$ cat src/rtl/id_ex_operand_stage_if.sv
// Bus between decode, the ID/EX operand stage, the EX/MEM and MEM/WB forwarding sources and the ALU.
// The master drives decode fields, forwarding buses and out_ready. The slave (the stage) drives the rest.
interface id_ex_operand_stage_if #(
   parameter int DATA_W = 32,
   parameter int FUNC_W = 6,
   parameter int REG_AW = 5
);
   logic              in_valid;
   logic              in_ready;
   logic [FUNC_W-1:0] in_func;
   logic [DATA_W-1:0] in_a;
   logic [DATA_W-1:0] in_b;
   logic [REG_AW-1:0] in_rs;
   logic [REG_AW-1:0] in_rt;
   logic [REG_AW-1:0] in_rd;
   logic              exm_wr_en;
   logic [REG_AW-1:0] exm_rd;
   logic [DATA_W-1:0] exm_result;
   logic              wb_wr_en;
   logic [REG_AW-1:0] wb_rd;
   logic [DATA_W-1:0] wb_result;
   logic              out_valid;
   logic              out_ready;
   logic [FUNC_W-1:0] alu_func;
   logic [DATA_W-1:0] alu_a;
   logic [DATA_W-1:0] alu_b;
   logic [REG_AW-1:0] alu_rd;
   logic              illegal_func;

   modport master (
      output in_valid, in_func, in_a, in_b, in_rs, in_rt, in_rd,
             exm_wr_en, exm_rd, exm_result, wb_wr_en, wb_rd, wb_result, out_ready,
      input  in_ready, out_valid, alu_func, alu_a, alu_b, alu_rd, illegal_func
   );

   modport slave (
      input  in_valid, in_func, in_a, in_b, in_rs, in_rt, in_rd,
             exm_wr_en, exm_rd, exm_result, wb_wr_en, wb_rd, wb_result, out_ready,
      output in_ready, out_valid, alu_func, alu_a, alu_b, alu_rd, illegal_func
   );
endinterface

$ cat src/rtl/id_ex_operand_stage.sv
// ID/EX operand stage: one-entry valid/ready holding register in front of the ALU.
// When the macro ID_EX_FWD_EN is defined, it forwards EX/MEM and MEM/WB results into the operands.
module id_ex_operand_stage #(
   parameter int DATA_W = 32,
   parameter int FUNC_W = 6,
   parameter int REG_AW = 5
) (
   input logic                  clk,
   input logic                  rst_n,
   input logic                  flush,
   id_ex_operand_stage_if.slave bus
);

   typedef enum logic [0:0] {ST_EMPTY = 1'b0, ST_FULL = 1'b1} state_e;

   state_e            state_q, state_d;
   logic              in_ready_s;
   logic              capture_s;
   logic [FUNC_W-1:0] func_q, func_d;
   logic [DATA_W-1:0] a_q, a_d, b_q, b_d;
   logic [REG_AW-1:0] rd_q, rd_d, rs_q, rs_d, rt_q, rt_d;
   logic              illegal_q, illegal_d;
   logic [DATA_W-1:0] a_cap_s, b_cap_s, a_hold_s, b_hold_s;

   function automatic logic func_illegal(input logic [FUNC_W-1:0] f);
      logic r;
      case (f)
         FUNC_W'(6'd0),  FUNC_W'(6'd2),  FUNC_W'(6'd4),  FUNC_W'(6'd6),  FUNC_W'(6'd7),
         FUNC_W'(6'd32), FUNC_W'(6'd33), FUNC_W'(6'd34), FUNC_W'(6'd35), FUNC_W'(6'd36),
         FUNC_W'(6'd37), FUNC_W'(6'd38), FUNC_W'(6'd39), FUNC_W'(6'd42), FUNC_W'(6'd43),
         FUNC_W'(6'd48), FUNC_W'(6'd50), FUNC_W'(6'd52), FUNC_W'(6'd54), FUNC_W'(6'd56): r = 1'b0;
         default: r = 1'b1;
      endcase
      return r;
   endfunction

`ifdef ID_EX_FWD_EN
   // EX/MEM is the younger producer, so it is checked before MEM/WB. Register 0 is never forwarded.
   function automatic logic [DATA_W-1:0] fwd_sel(
      input logic [REG_AW-1:0] src,
      input logic [DATA_W-1:0] dflt,
      input logic              exm_en,
      input logic [REG_AW-1:0] exm_dst,
      input logic [DATA_W-1:0] exm_val,
      input logic              wb_en,
      input logic [REG_AW-1:0] wb_dst,
      input logic [DATA_W-1:0] wb_val
   );
      logic [DATA_W-1:0] r;
      if ((src != {REG_AW{1'b0}}) && exm_en && (exm_dst == src)) begin
         r = exm_val;
      end else if ((src != {REG_AW{1'b0}}) && wb_en && (wb_dst == src)) begin
         r = wb_val;
      end else begin
         r = dflt;
      end
      return r;
   endfunction

   assign a_cap_s  = fwd_sel(bus.in_rs, bus.in_a, bus.exm_wr_en, bus.exm_rd, bus.exm_result,
                             bus.wb_wr_en, bus.wb_rd, bus.wb_result);
   assign b_cap_s  = fwd_sel(bus.in_rt, bus.in_b, bus.exm_wr_en, bus.exm_rd, bus.exm_result,
                             bus.wb_wr_en, bus.wb_rd, bus.wb_result);
   assign a_hold_s = fwd_sel(rs_q, a_q, bus.exm_wr_en, bus.exm_rd, bus.exm_result,
                             bus.wb_wr_en, bus.wb_rd, bus.wb_result);
   assign b_hold_s = fwd_sel(rt_q, b_q, bus.exm_wr_en, bus.exm_rd, bus.exm_result,
                             bus.wb_wr_en, bus.wb_rd, bus.wb_result);
`else
   logic unused_s;
   assign a_cap_s  = bus.in_a;
   assign b_cap_s  = bus.in_b;
   assign a_hold_s = a_q;
   assign b_hold_s = b_q;
   assign unused_s = ^{bus.exm_wr_en, bus.exm_rd, bus.exm_result,
                       bus.wb_wr_en, bus.wb_rd, bus.wb_result, rs_q, rt_q};
`endif

   // State register
   always_ff @(posedge clk or negedge rst_n) begin
      if (!rst_n) begin
         state_q <= ST_EMPTY;
      end else begin
         state_q <= state_d;
      end
   end

   // Next-state logic; flush overrides every handshake outcome
   always_comb begin
      state_d = state_q;
      if (flush) begin
         state_d = ST_EMPTY;
      end else begin
         case (state_q)
            ST_EMPTY: begin
               if (bus.in_valid) state_d = ST_FULL;
               else              state_d = ST_EMPTY;
            end
            ST_FULL: begin
               if (bus.out_ready && !bus.in_valid) state_d = ST_EMPTY;
               else                                state_d = ST_FULL;
            end
            default: state_d = ST_EMPTY;
         endcase
      end
   end

   // Output logic: an empty stage always accepts, a full one only when the ALU drains it
   always_comb begin
      in_ready_s = 1'b1;
      case (state_q)
         ST_EMPTY: in_ready_s = 1'b1;
         ST_FULL:  in_ready_s = bus.out_ready;
         default:  in_ready_s = 1'b1;
      endcase
   end

   assign capture_s = bus.in_valid & in_ready_s & ~flush;

   // Field next-state: capture, refresh held operands, or keep
   always_comb begin
      func_d    = func_q;
      a_d       = a_q;
      b_d       = b_q;
      rd_d      = rd_q;
      rs_d      = rs_q;
      rt_d      = rt_q;
      illegal_d = illegal_q;
      if (flush) begin
         illegal_d = 1'b0;
      end else if (capture_s) begin
         func_d    = bus.in_func;
         a_d       = a_cap_s;
         b_d       = b_cap_s;
         rd_d      = bus.in_rd;
         rs_d      = bus.in_rs;
         rt_d      = bus.in_rt;
         illegal_d = func_illegal(bus.in_func);
      end else if (state_q == ST_FULL) begin
         a_d = a_hold_s;
         b_d = b_hold_s;
      end else begin
         a_d = a_q;
         b_d = b_q;
      end
   end

   // Field registers
   always_ff @(posedge clk or negedge rst_n) begin
      if (!rst_n) begin
         func_q    <= {FUNC_W{1'b0}};
         a_q       <= {DATA_W{1'b0}};
         b_q       <= {DATA_W{1'b0}};
         rd_q      <= {REG_AW{1'b0}};
         rs_q      <= {REG_AW{1'b0}};
         rt_q      <= {REG_AW{1'b0}};
         illegal_q <= 1'b0;
      end else begin
         func_q    <= func_d;
         a_q       <= a_d;
         b_q       <= b_d;
         rd_q      <= rd_d;
         rs_q      <= rs_d;
         rt_q      <= rt_d;
         illegal_q <= illegal_d;
      end
   end

   assign bus.in_ready     = in_ready_s;
   assign bus.out_valid    = (state_q == ST_FULL);
   assign bus.alu_func     = func_q;
   assign bus.alu_a        = a_q;
   assign bus.alu_b        = b_q;
   assign bus.alu_rd       = rd_q;
   assign bus.illegal_func = illegal_q;

endmodule

$ cat src/flat_wrapper.sv
// flat-port wrapper written by rule: the top's interface ports become plain ports
module id_ex_operand_stage_flat 
#(
   parameter int DATA_W = 32,
   parameter int FUNC_W = 6,
   parameter int REG_AW = 5
)
  (clk, rst_n, flush, bus_in_valid, bus_in_func, bus_in_a, bus_in_b, bus_in_rs, bus_in_rt, bus_in_rd, bus_exm_wr_en, bus_exm_rd, bus_exm_result, bus_wb_wr_en, bus_wb_rd, bus_wb_result, bus_out_ready, bus_in_ready, bus_out_valid, bus_alu_func, bus_alu_a, bus_alu_b, bus_alu_rd, bus_illegal_func);
  id_ex_operand_stage_if #(.DATA_W(DATA_W), .FUNC_W(FUNC_W), .REG_AW(REG_AW)) bus_i ();
  input logic clk;
  input logic rst_n;
  input logic flush;
  input wire logic [$bits(bus_i.in_valid)-1:0] bus_in_valid;
  input wire logic [$bits(bus_i.in_func)-1:0] bus_in_func;
  input wire logic [$bits(bus_i.in_a)-1:0] bus_in_a;
  input wire logic [$bits(bus_i.in_b)-1:0] bus_in_b;
  input wire logic [$bits(bus_i.in_rs)-1:0] bus_in_rs;
  input wire logic [$bits(bus_i.in_rt)-1:0] bus_in_rt;
  input wire logic [$bits(bus_i.in_rd)-1:0] bus_in_rd;
  input wire logic [$bits(bus_i.exm_wr_en)-1:0] bus_exm_wr_en;
  input wire logic [$bits(bus_i.exm_rd)-1:0] bus_exm_rd;
  input wire logic [$bits(bus_i.exm_result)-1:0] bus_exm_result;
  input wire logic [$bits(bus_i.wb_wr_en)-1:0] bus_wb_wr_en;
  input wire logic [$bits(bus_i.wb_rd)-1:0] bus_wb_rd;
  input wire logic [$bits(bus_i.wb_result)-1:0] bus_wb_result;
  input wire logic [$bits(bus_i.out_ready)-1:0] bus_out_ready;
  output wire logic [$bits(bus_i.in_ready)-1:0] bus_in_ready;
  output wire logic [$bits(bus_i.out_valid)-1:0] bus_out_valid;
  output wire logic [$bits(bus_i.alu_func)-1:0] bus_alu_func;
  output wire logic [$bits(bus_i.alu_a)-1:0] bus_alu_a;
  output wire logic [$bits(bus_i.alu_b)-1:0] bus_alu_b;
  output wire logic [$bits(bus_i.alu_rd)-1:0] bus_alu_rd;
  output wire logic [$bits(bus_i.illegal_func)-1:0] bus_illegal_func;
  assign bus_i.in_valid = bus_in_valid;
  assign bus_i.in_func = bus_in_func;
  assign bus_i.in_a = bus_in_a;
  assign bus_i.in_b = bus_in_b;
  assign bus_i.in_rs = bus_in_rs;
  assign bus_i.in_rt = bus_in_rt;
  assign bus_i.in_rd = bus_in_rd;
  assign bus_i.exm_wr_en = bus_exm_wr_en;
  assign bus_i.exm_rd = bus_exm_rd;
  assign bus_i.exm_result = bus_exm_result;
  assign bus_i.wb_wr_en = bus_wb_wr_en;
  assign bus_i.wb_rd = bus_wb_rd;
  assign bus_i.wb_result = bus_wb_result;
  assign bus_i.out_ready = bus_out_ready;
  assign bus_in_ready = bus_i.in_ready;
  assign bus_out_valid = bus_i.out_valid;
  assign bus_alu_func = bus_i.alu_func;
  assign bus_alu_a = bus_i.alu_a;
  assign bus_alu_b = bus_i.alu_b;
  assign bus_alu_rd = bus_i.alu_rd;
  assign bus_illegal_func = bus_i.illegal_func;
  id_ex_operand_stage #(.DATA_W(DATA_W), .FUNC_W(FUNC_W), .REG_AW(REG_AW)) u_core (.clk(clk), .rst_n(rst_n), .flush(flush), .bus(bus_i));
endmodule
$ cat config.mk
export PLATFORM = sky130hd
export DESIGN_NAME = id_ex_operand_stage_flat
export DESIGN_NICKNAME = d
export VERILOG_FILES = /design/src/rtl/id_ex_operand_stage_if.sv /design/src/rtl/id_ex_operand_stage.sv /design/src/flat_wrapper.sv
export SDC_FILE = /design/constraint.sdc
export NUM_CORES = 1
export LEC_CHECK = 0
export CORE_MARGIN = 1.5
export CORE_UTILIZATION = 35
export DETAILED_ROUTE_END_ITERATION = 10
export PLACE_DENSITY = 0.9
export SYNTH_ARGS = -nofsm -noshare
export SYNTH_HDL_FRONTEND = slang
export SYNTH_SLANG_ARGS = --single-unit
$ cat constraint.sdc
create_clock -name clk -period 2.8 [get_ports clk]
set_input_delay 0.28 -clock clk [delete_from_list [all_inputs] [get_ports clk]]
set_output_delay 0.28 -clock clk [all_outputs]
set_load 0.005 [all_outputs]
### Yosys cells after proc, flatten, opt, wreduce, memory -nomap -nowiden

Memories as Yosys holds them, arrays and structs flattened.
Index checks and enable logic that the tools add are counted.
Widths: inputs -> output; s select.

* bits in read-only memories: 64
* latch bits: 0
* bits in writable memories: 0
* memories kept: 1
* flip-flop bits (word level): 77
* word-level logic and storage cells: 22

Memories
* (no name shown): words 64, width 1, rd ports 1, clocked after memory_dff 0, wr ports 0, line id_ex_operand_stage.sv:27 `case (f)`

* reductions and logical operators: 4
* multiplexer cells: 7
* add/sub/neg operators: 0
* multiply operators: 0
* eq/ne operators: 0
* magnitude comparators: 0
* shift operators: 0
* divide/modulo/power cells: 0
* bitwise logic cells: 4

Operator list (count)
* $mux 1: 5
* $pmux 1 s2: 2
* $and 1x1->1: 2
* $not 1->1: 2
* $reduce_and 2->1: 1
* $reduce_bool 2->1: 1
* $logic_and 1x1->1: 1
* $logic_not 1->1: 1

### Depth between registers and ports, before layout

Gate-level depths: netlist of run 1.

* word-level depth: 6
* gate-level depth with buffers: 5

### Worst setup path before layout of run 1

OpenSTA, ideal clock, no wires.

* path type: flip-flop to flip-flop
* start: register u_core.state_q, in the netlist u_core.bus.out_valid
* end: register u_core.a_q[10], in the netlist u_core.bus.alu_a[10]
* path slack: 1.306 ns
* data required time: 2.673 ns
* cell stages (with the launch flop): 6
* clock period less this slack: 1.494 ns
* arrival: 1.366 ns
* cells stage by stage: dfrtp_1 -> nor2b_2 -> nor3b_4 -> buf_6 -> buf_6 -> mux2_1

* longest elaborated chain between the ends: 5

RTL lines
* start: declaration: line id_ex_operand_stage.sv:16 `state_e state_q, state_d;`
* start signal: assignment: line id_ex_operand_stage.sv:83 `state_q <= state_d;`
* $not 1->1: line id_ex_operand_stage.sv:110 `case (state_q)`
* $pmux 1 s2 (*): line id_ex_operand_stage.sv:110
* $and 1x1->1 (*) (2 in series): line id_ex_operand_stage.sv:117 `assign capture_s = bus.in_valid & in_ready_s & ~flush;`
* $reduce_and 2->1 (no line) (*)
* end signal: assignment: line id_ex_operand_stage.sv:151 `a_q <= {DATA_W{1'b0}};`
* end: declaration: line id_ex_operand_stage.sv:20 `logic [DATA_W-1:0] a_q, a_d, b_q, b_d;`

Mark *: on every way between the ends. The rest lies on a longest branch, timed or not.
A chain may end at the register's enable or synchronous reset.

### Final worst setup path of run 1

* start: register u_core.state_q, in the netlist u_core.bus.out_valid
* end: register u_core.rd_q[4], in the netlist u_core.bus.alu_rd[4]

* longest elaborated chain between the ends: 5

RTL lines
* $not 1->1: line id_ex_operand_stage.sv:110
* $pmux 1 s2 (*): line id_ex_operand_stage.sv:110
* $and 1x1->1 (*) (2 in series): line id_ex_operand_stage.sv:117
* $reduce_and 2->1 (no line) (*)
* end signal: assignment: line id_ex_operand_stage.sv:153 `rd_q <= {REG_AW{1'b0}};`
* end signal: assignment: line id_ex_operand_stage.sv:161 `rd_q <= rd_d;`
* end: declaration: line id_ex_operand_stage.sv:21 `logic [REG_AW-1:0] rd_q, rd_d, rs_q, rs_d, rt_q, rt_d;`

Marked as above.

==> results of run 1 <==
layout make-up:
class                           count  area, um2  area share, %
Multi-Input combinational cell     87      939.7          19.36
Clock buffer                       12      145.1          2.990
Inverter                            2      7.507         0.1546
Tap cell                          105      131.4          2.706
Clock inverter                      4      95.09          1.959
Sequential cell                    77       1927          39.69
Timing Repair Buffer              159       1609          33.14
power breakdown:
group,switching (mW),internal [mW]
Sequential,0.0934,1.30
Combinational,0.209,0.542
Clock,0.373,0.616
Total,0.675,2.46
state kept, by name, summed over array words and instances, names as in the netlist:
name                     cells
u_core.bus.alu_a            32
u_core.bus.alu_b            32
u_core.bus.alu_func          6
u_core.bus.alu_rd            5
u_core.bus.illegal_func      1
u_core.bus.out_valid         1
routing by layer:
metal	track usage [%]	wire (um)	up-vias
li1	-	-	933
met1	16.87	2521	1021
met2	25.48	3271	97
met3	6.763	660	7
met4	4.726	76	0
met5	0	0	-
metrics by stage:
stage	setup slack, ns	util, %	cells	area [um2]
6_report	0.9968	59.38	446	4855
5_1_grt	0.8643	59.38	446	4855
4_1_cts	0.9778	59.38	446	4855
3_5_place_dp	0.7094	56.44	430	4614
3_3_place_gp	0.7521	56.44	430	4614
2_1_floorplan	1.306	-	174	2945
worst paths after layout:
check | from | to | slack, ns
hold / removal | rst_n | u_core.bus.alu_rd[2] | 0.09
max in group asynchronous | rst_n | u_core.bus.alu_a[12] | 2.10
setup / recovery | u_core.bus.out_valid | u_core.bus.alu_rd[4] | 1.0
setup reg to reg | u_core.bus.out_valid | u_core.bus.alu_rd[4] | 1.0
hold reg to reg | u_core.bus.alu_b[8] | u_core.bus.alu_b[8] | 0.48
min in group clk | u_core.bus.alu_b[8] | u_core.bus.alu_b[8] | 0.48
cells in the mapped netlist, drive strengths merged:
| cell | count |
|---|---|
| nand2b | 1 |
| nor2 | 2 |
| dfrtp | 77 |
| nand2 | 1 |
| buf | 8 |
| a21o | 1 |
| nor2b | 1 |
| a2111o | 1 |
| a21oi | 1 |
| mux2 | 75 |
| nor3b | 1 |
| a31o | 1 |
| a221o | 1 |
| inv | 2 |
| o21bai | 1 |
worst max-delay path, delay by kind of cell (launching register included):
family	cells	cell delay, ns
DFF	1	0.38
and+or+nand+nor	2	0.63
buffers and inverters	1	0.29
muxes	1	0.36
logic make-up (layout without fill, tap and decap cells):
logic type	Yosys count	count (layout)	synth area share [%]
AO/OA/AOI/OAI	6	6	1.699
buffers and inverters	10	177	2.676
flip-flops	77	77	65.42
multiplexers	75	75	28.67
AND/OR/NAND/NOR	6	6	1.530
==> metrics.md, run 1 <==
| Metric | Value |
|---|---|
| CP endpoint kind | flip-flop |
| CTS sink count | 77 |
| Post-DRT Antenna Nets | 0 |
| Port Buffer Count | 157 |
| # hold bufs at CTS | 0 |
| Crit Path Class | flip-flop to flip-flop |
| Fmax | 554.6 MHz |
| Initial antenna violation count | 0 |
| Reg2Reg Depth | 4 |
| Period minus WS final | 1.803 ns |
| Total GRT Usage | 15.04% |
| Avg WL per Cell | 14.64 um |
| Worst slew pin tran | 0.9482 ns |
| Pins over their slew limit | 0 |
| Mapped Area | 0.002945 mm2 |
| Fill count | 639 |
| CTS clk-pin slew, worst paths | 0.08 ns |
| Worst clock skew | 0.009746 ns |
| Share of layout cells above drive strength 1 | 16.42% |
| H-tree levels | 3 |
| Post_cts resized | 0 |
| Routed vias/inst | 4.614 |
| Startpoint types | flip-flop |
| Post-Route WL | 6.531 mm |
| Pleak | 1.992 nW |
| Die Y | 94.74 um |
| Vias in the first global route | 2221 |
| Mapped Nets | 340 |
| Mapped Cells | 174 |
| Ant diodes | 0 |
| Sequential cell area fraction in the yosys report | 65.42% |
| Clock tree from TritonCTS | yes |
| Yosys reg bits | 77 |
| Data arrival, critical path | 2.01 ns |
| Number of CTS-inserted buffers | 9 |
| Vias | 2058 |
| I/O Pins | 244 |
| Slew HR | 36.79% |
| Final Hold Vio Count | 0 |
| Site row count | 33 |
| Worst min path class | primary input to async pin |
| Total core area | 0.008175 mm2 |
| Most frequent cells in the layout | 156 x clkdlybuf4s50_1, 77 x dfrtp_1, 39 x mux2_1 |
| DPL Wire Length | 4.774 mm |
| Die ar. | 0.008975 mm2 |
| Initial Util | 36.03% |
| RSZ-0062 raised after global routing | no |
| Total gr overflow | 0 |
| Final nets | 502 |
| Violation count after the first detailed-routing iteration | 40 |
| Die Wd | 94.74 um |
| Tot Pwr | 3.132 mW |
| Fin crit share | 64.40% |
| Crit path largest cell delay | 0.45 ns |
| CP Cell Sequence | nor2b_2, nor3b_4, buf_12, mux2_2 |
| Crit-path slowest cell | nor3b_4 |
| Cell variety after synth | 17 |
| DRT Pass-1 Iters | 4 |
| WP data required | 3.01 ns |
| Final setup fails | 0 |
| RePlAce Congestion | 0.7223 |
| Largest net degree at the start of global routing | 78 |
| Clock root cell | clkbuf_8 |
| Hold_ws | 0.08961 ns |
| Most common library cell in the layout ignoring fill and taps | clkdlybuf4s50_1 |
| Peak VDD IR | 0.3356 mV |
| Area leader, netlist | dfrtp_1 |
| Setup TNS | 0 ns |
| Max Cap Viol | 0 |
| Status | completed |
| Synth-to-layout area growth | 64.83% |
| Post-CTS Setup Inserts | 0 |
| Average cell area after synthesis | 16.93 um2 |
| Worst-Skew Late Latency | 0.33 ns |
| Synth warn | 0 |
| Pwr dens | 645.1 mW/mm2 |
| Global-route wire length before repair | 10.32 mm |
| Crit-path max FO | 39 |
| Synth top area cells | dfrtp_1 65%, mux2_1 15%, mux2_2 14% |
| Post-route DRC violation count | 0 |
| Synth top area share | 65.42% |
| Clk buf depth | 2 |
Power figures use the tool's default switching activity.
==> run 2: changes to the inputs <==
--- a/config.mk
+++ b/config.mk
@@ -6,9 +6,9 @@
 export NUM_CORES = 1
 export LEC_CHECK = 0
 export CORE_MARGIN = 1.5
-export CORE_UTILIZATION = 35
+export CORE_UTILIZATION = 29
 export DETAILED_ROUTE_END_ITERATION = 10
-export PLACE_DENSITY = 0.9
+export PLACE_DENSITY = 0.8
 export SYNTH_ARGS = -nofsm -noshare
 export SYNTH_HDL_FRONTEND = slang
 export SYNTH_SLANG_ARGS = --single-unit
==> constraint.sdc (replaced) <==
create_clock -name clk -period 1.5 [get_ports clk]
set_input_delay 0.15 -clock clk [delete_from_list [all_inputs] [get_ports clk]]
set_output_delay 0.15 -clock clk [all_outputs]
set_load 0.005 [all_outputs]
==> metrics.md, run 2 (same netlist as run 1, synthesis figures left out) <==
| Metric | Value |
|---|---|
| CTS sink count | 77 |
| Combinational power share | 28.6% |
| R2R setup slack | -0.09 ns |
| Avg WL per Cell | 16.66 um |
| Number of CTS-inserted buffers | 9 |
| Total GRT Usage | 14.55% |
| DP Area | 0.004707 mm2 |
| Reg2Reg Depth | 6 |
| Total gr overflow | 0 |
| Post-route DRC violation count | 0 |
| CP endpoint kind | flip-flop |
| Fill count | 873 |
| DPL Wire Length | 5.393 mm |
| Slew HR | 75.62% |
| Failing checks | negative setup slack |
| Peak VDD IR | 0.4945 mV |
| WP data required | 1.72 ns |
| Sw frac | 23.94% |
| Port Buffer Count | 157 |
| Startpoint types | flip-flop |
| Clk buf depth | 2 |
| Flop pwr share | 46.4% |
| Vias | 2183 |
| Period minus WS final | 1.586 ns |
| Total core area | 0.009819 mm2 |
| Die ar. | 0.01077 mm2 |
| Post-Route WL | 8.212 mm |
| Pwr dens | 1082 mW/mm2 |
| RR Endpoint | u_core.bus.alu_a[22] |
| Share of layout cells above drive strength 1 | 26.94% |
| Clock tree from TritonCTS | yes |
| Post-DRT Antenna Nets | 0 |
| Net load switching power | 1.346 mW |
| RSZ-0062 raised after global routing | yes |
| Fmax | 630.5 MHz |
| Worst-Skew Late Latency | 0.34 ns |
| Violation count after the first detailed-routing iteration | 33 |
| CTS clk-pin slew, worst paths | 0.08 ns |
| I/O Pins | 244 |
| Clock root cell | clkbuf_8 |
| Pleak | 2.185 nW |
| DRT Pass-1 Iters | 4 |
| H-tree levels | 3 |
| Die Wd | 103.8 um |
| Post-route cell area | 0.005197 mm2 |
| Tot Pwr | 5.622 mW |
| Final setup margin | -0.08612 ns |
| Status | finished, violations left |
| Global-route wire length before repair | 12.22 mm |
| Routed vias/inst | 4.428 |
| Data arrival, critical path | 1.81 ns |
| Worst slew pin tran | 0.3657 ns |
| Synth-to-layout area growth | 76.47% |
| Final nets | 521 |
| Fin crit share | 105.7% |
| Most common library cell in the layout ignoring fill and taps | clkdlybuf4s50_1 |
| Final Hold Vio Count | 0 |
| Initial Util | 29.99% |
| RePlAce Congestion | 0.7186 |
| Setup TNS | -4.350 ns |
| Largest net degree at the start of global routing | 43 |
| Internal cell power | 4.276 mW |
| Reg2reg start | u_core.bus.out_valid |
| Max Cap Viol | 0 |
| Ant diodes | 0 |
| Die Y | 103.8 um |
| Crit Path Class | flip-flop to flip-flop |
| Clk pwr share | 24.9% |
| Worst clock skew | 0.004595 ns |
| Site row count | 36 |
| Worst min path class | primary input to async pin |
| Initial antenna violation count | 0 |
| Setup slack at placement | -0.2683 ns |
| Most frequent cells in the layout | 154 x clkdlybuf4s50_1, 77 x dfrtp_1, 34 x mux2_2 |
| Vias in the first global route | 2418 |
| Final setup fails | 75 |
| Crit-path max FO | 5 |
| Pins over their slew limit | 0 |
run 2: cell count changes in the layout (fill, tap and decap cells not counted), moves of 3 or more:
cell,delta
mux2_4,+22
buf_4,+9
mux2_1,-20
buf_16,+3
clkbuf_16,+3
bufinv_16,-3
run 2: how the worst max path moves through the flow:
stage / from / endpoint / slack, ns / depth (start not counted)
after global routing: u_core.bus.out_valid / u_core.bus.alu_b[8] / -0.16 / 5
after CTS: u_core.bus.out_valid / u_core.bus.alu_a[9] / -0.11 / 5
final: u_core.bus.out_valid / u_core.bus.alu_a[22] / -0.09 / 6
after detailed placement: flush / u_core.bus.alu_b[31] / -0.27 / 4
after global placement: flush / u_core.bus.alu_b[24] / -0.23 / 4
after floorplan: u_core.bus.out_valid / u_core.bus.alu_a[10] / 0.006 / 5
run 2: per-stage QoR:
step	util, %	hold WS [ns]	instances
CTS	51.22	0.1661	488
global placement	47.94	-0.01828	464
detailed placement	47.94	-0.01618	464
finish	52.93	0.2151	493
global route	52.93	0.1872	493
floorplan	-	-0.1456	174
run 2: critical path: stages (launching register included):
cell and delay (ns):
dfrtp_1 0.38, nor2b_4 0.14, nor3b_4 0.24, buf_6 0.15, buf_12 0.12, clkbuf_16 0.15
mux2_4 0.29
run 2: repair_timing:
action / in CTS / in global routing
pin swaps: 0 / 1
hold buffers: 1 / 0
gates cloned: 3 / 3
gates resized for setup: 7 / 25
endpoints found under the hold margin: 77 / 0
setup buffers: 4 / 2
endpoints found under the setup margin: 76 / 76
run 2: cell type report:
cell class	count	area (um2)	share of cell area [%]
sequential	77	1927	37.07
timing repair buffer	178	1892	36.40
multi-input combinational	87	1027	19.76
tap	133	166.4	3.202
clock buffer	12	155.1	2.985
clock inverter	4	22.52	0.4333
inverter	2	7.507	0.1444
run 2: power by group through the flow:
stage               Clock, mW  Sequential [mW]  Combinational [mW]
finish                   1.40             2.61                1.61
floorplan                   0             2.66               0.358
global route             1.56             2.65                1.71
detailed placement          0             2.64                1.45
global placement            0             2.62                1.42
CTS                      1.47             2.60                1.51
run 2: metal layers:
metal | vias up | share of wire [%] | GRT usage, % | wire length, um
met2 | 103 | 50 | 25.57 | 4098
met5 | - | 0 | 0 | 0
met4 | 0 | 0.96 | 5.952 | 79
li1 | 978 | - | - | -
met3 | 8 | 7.0 | 4.594 | 576
met1 | 1094 | 42 | 16.32 | 3457
==> run 3: changes to the inputs <==
--- a/config.mk
+++ b/config.mk
@@ -8,7 +8,7 @@
 export CORE_MARGIN = 1.5
 export CORE_UTILIZATION = 29
 export DETAILED_ROUTE_END_ITERATION = 10
-export PLACE_DENSITY = 0.8
+export PLACE_DENSITY = 0.81
 export SYNTH_ARGS = -nofsm -noshare
 export SYNTH_HDL_FRONTEND = slang
 export SYNTH_SLANG_ARGS = --single-unit
==> metrics.md, run 3 (same netlist as run 1, synthesis figures left out) <==
| Metric | Value |
|---|---|
| Status | finished, violations left |
| Failing checks | negative setup slack |
| Reg2reg start | u_core.bus.out_valid |
| Worst slew pin tran | 0.4023 ns |
| Final Hold Vio Count | 0 |
| Data arrival, critical path | 1.81 ns |
| Pins over their slew limit | 0 |
| Crit path largest cell delay | 0.39 ns |
| Worst clock skew | 0.007713 ns |
| Site row count | 36 |
| DPL Wire Length | 5.367 mm |
| Levels on crit path | 5 |
| Pwr dens | 1134 mW/mm2 |
| Most common library cell in the layout ignoring fill and taps | clkdlybuf4s50_1 |
| Final nets | 521 |
| Share of layout cells above drive strength 1 | 26.67% |
| Clk buf depth | 2 |
| Fill count | 839 |
| Reg2Reg Depth | 5 |
| RePlAce Congestion | 0.7123 |
| DP Area | 0.004700 mm2 |
| Final setup fails | 64 |
| Max Cap Viol | 0 |
| Period minus WS final | 1.581 ns |
| Number of CTS-inserted buffers | 9 |
| Port Buffer Count | 157 |
| Setup TNS | -3.922 ns |
| Worst min path class | primary input to async pin |
| RSZ-0062 raised after global routing | yes |
| Crit Path Class | flip-flop to flip-flop |
| Worst path top cell family by delay | buffers and inverters |
| Global-route wire length before repair | 13.26 mm |
| Post-DRT Antenna Nets | 0 |
| Initial Util | 29.99% |
| CP Cell Sequence | nor2b_4, nor3b_4, buf_6, clkbuf_16, mux2_4 |
| Tot Pwr | 6.120 mW |
| Crit-path max FO | 8 |
| Startpoint types | flip-flop |
| Placed cell count | 463 |
| R2R setup slack | -0.08 ns |
| Final Util | 54.94% |
| Total gr overflow | 0 |
| Crit-path slowest cell | dfrtp_1 |
| Routed vias/inst | 4.408 |
| Initial antenna violation count | 0 |
| WP buf/inv | 2 |
| DRT Pass-1 Iters | 4 |
| Final setup margin | -0.08066 ns |
| Synth-to-layout area growth | 83.18% |
| Most frequent cells in the layout | 154 x clkdlybuf4s50_1, 77 x dfrtp_1, 54 x mux2_4 |
| H-tree levels | 3 |
| Fmax | 632.6 MHz |
| Die Wd | 103.8 um |
| Vias | 2173 |
| Total GRT Usage | 15.83% |
| WP data required | 1.73 ns |
| Worst-Skew Late Latency | 0.34 ns |
| Avg WL per Cell | 17.38 um |
| Largest net degree at the start of global routing | 78 |
| CTS clk-pin slew, worst paths | 0.08 ns |
| Setup crit start | u_core.bus.out_valid |
| Ant diodes | 0 |
| CTS sink count | 77 |
| Post-Route WL | 8.566 mm |
| Post-route DRC violation count | 0 |
| Total core area | 0.009819 mm2 |
| Peak VDD IR | 0.6593 mV |
| Die Y | 103.8 um |
| I/O Pins | 244 |
| Post-Layout Cell Count | 493 |
| Pleak | 2.332 nW |
| CP endpoint kind | flip-flop |
| Slew HR | 73.18% |
| Die ar. | 0.01077 mm2 |
| Violation count after the first detailed-routing iteration | 42 |
| Critical path destination | u_core.bus.alu_b[4] |
| Fin crit share | 105.4% |
| RR Endpoint | u_core.bus.alu_b[4] |
| Clock root cell | clkbuf_8 |
| Post-route cell area | 0.005395 mm2 |
| Clock tree from TritonCTS | yes |
| Vias in the first global route | 2476 |
-- run 3: cell types whose count changed in the layout (fill, tap and decap cells not counted), moves of 2 or more --
cell	previous run	this run
mux2_2	34	0
buf_16	3	5
mux2_4	22	54
mux2_1	19	21
bufinv_16	0	2
clkinv_2	3	1
-- run 3: routing by layer --
| metal | track usage, % | vias up | wire, um |
|---|---|---|---|
| met3 | 5.286 | 8 | 601 |
| met1 | 18.32 | 1089 | 3537 |
| met5 | 0 | - | 0 |
| met2 | 27.48 | 103 | 4357 |
| met4 | 5.357 | 0 | 70 |
| li1 | - | 973 | - |
-- run 3: area by class of cell --
class	instances	area [um2]	area share, %
sequential	77	1927	35.71
multi-input combinational	87	1147	21.27
timing repair buffer	178	1914	35.48
inverter	2	7.507	0.1391
clock buffer	11	151.4	2.806
tap	133	166.4	3.084
clock inverter	5	81.33	1.507
-- run 3: power breakdown --
part | switching [mW] | leakage [nW] | internal, mW
Combinational | 0.471 | 1.31 | 1.26
Sequential | 0.193 | 0.908 | 2.42
Clock | 0.743 | 0.116 | 1.03
Total | 1.41 | 2.33 | 4.71
-- run 3: worst min-delay path, cell delays in order --
cell	delay (ns)
dlygate4sd3_1	0.53
buf_4	0.12
buf_12	0.33
-- run 3: worst min-delay path by stage --
stage                 from  depth (start not counted)                    to
2_1_floorplan        rst_n                          0   u_core.bus.alu_a[0]
3_3_place_gp         rst_n                          2  u_core.bus.alu_a[23]
3_5_place_dp         rst_n                          2  u_core.bus.alu_a[23]
4_1_cts              rst_n                          3  u_core.bus.alu_a[23]
5_1_grt        bus_in_a[5]                          2   u_core.bus.alu_a[5]
6_report             rst_n                          3  u_core.bus.alu_a[23]
-- run 3: metrics by stage --
stage          worst slack (ns)  hold WS (ns)
3_3_place_gp            -0.2441        0.2008
6_report               -0.08066        0.3733
4_1_cts                 -0.1329        0.3802
2_1_floorplan          0.006155       -0.1456
5_1_grt                 -0.1358        0.3799
3_5_place_dp            -0.2928        0.2080
-- run 3: repair_timing --
action | 4_1_cts | 5_1_grt
endpoints found under the hold margin | 77 | 0
cloned | 5 | 2
endpoints found under the setup margin | 77 | 76
gates resized for setup | 44 | 23
hold buffers | 1 | 0
pin swaps | 1 | 1
buffers inserted | 6 | 1
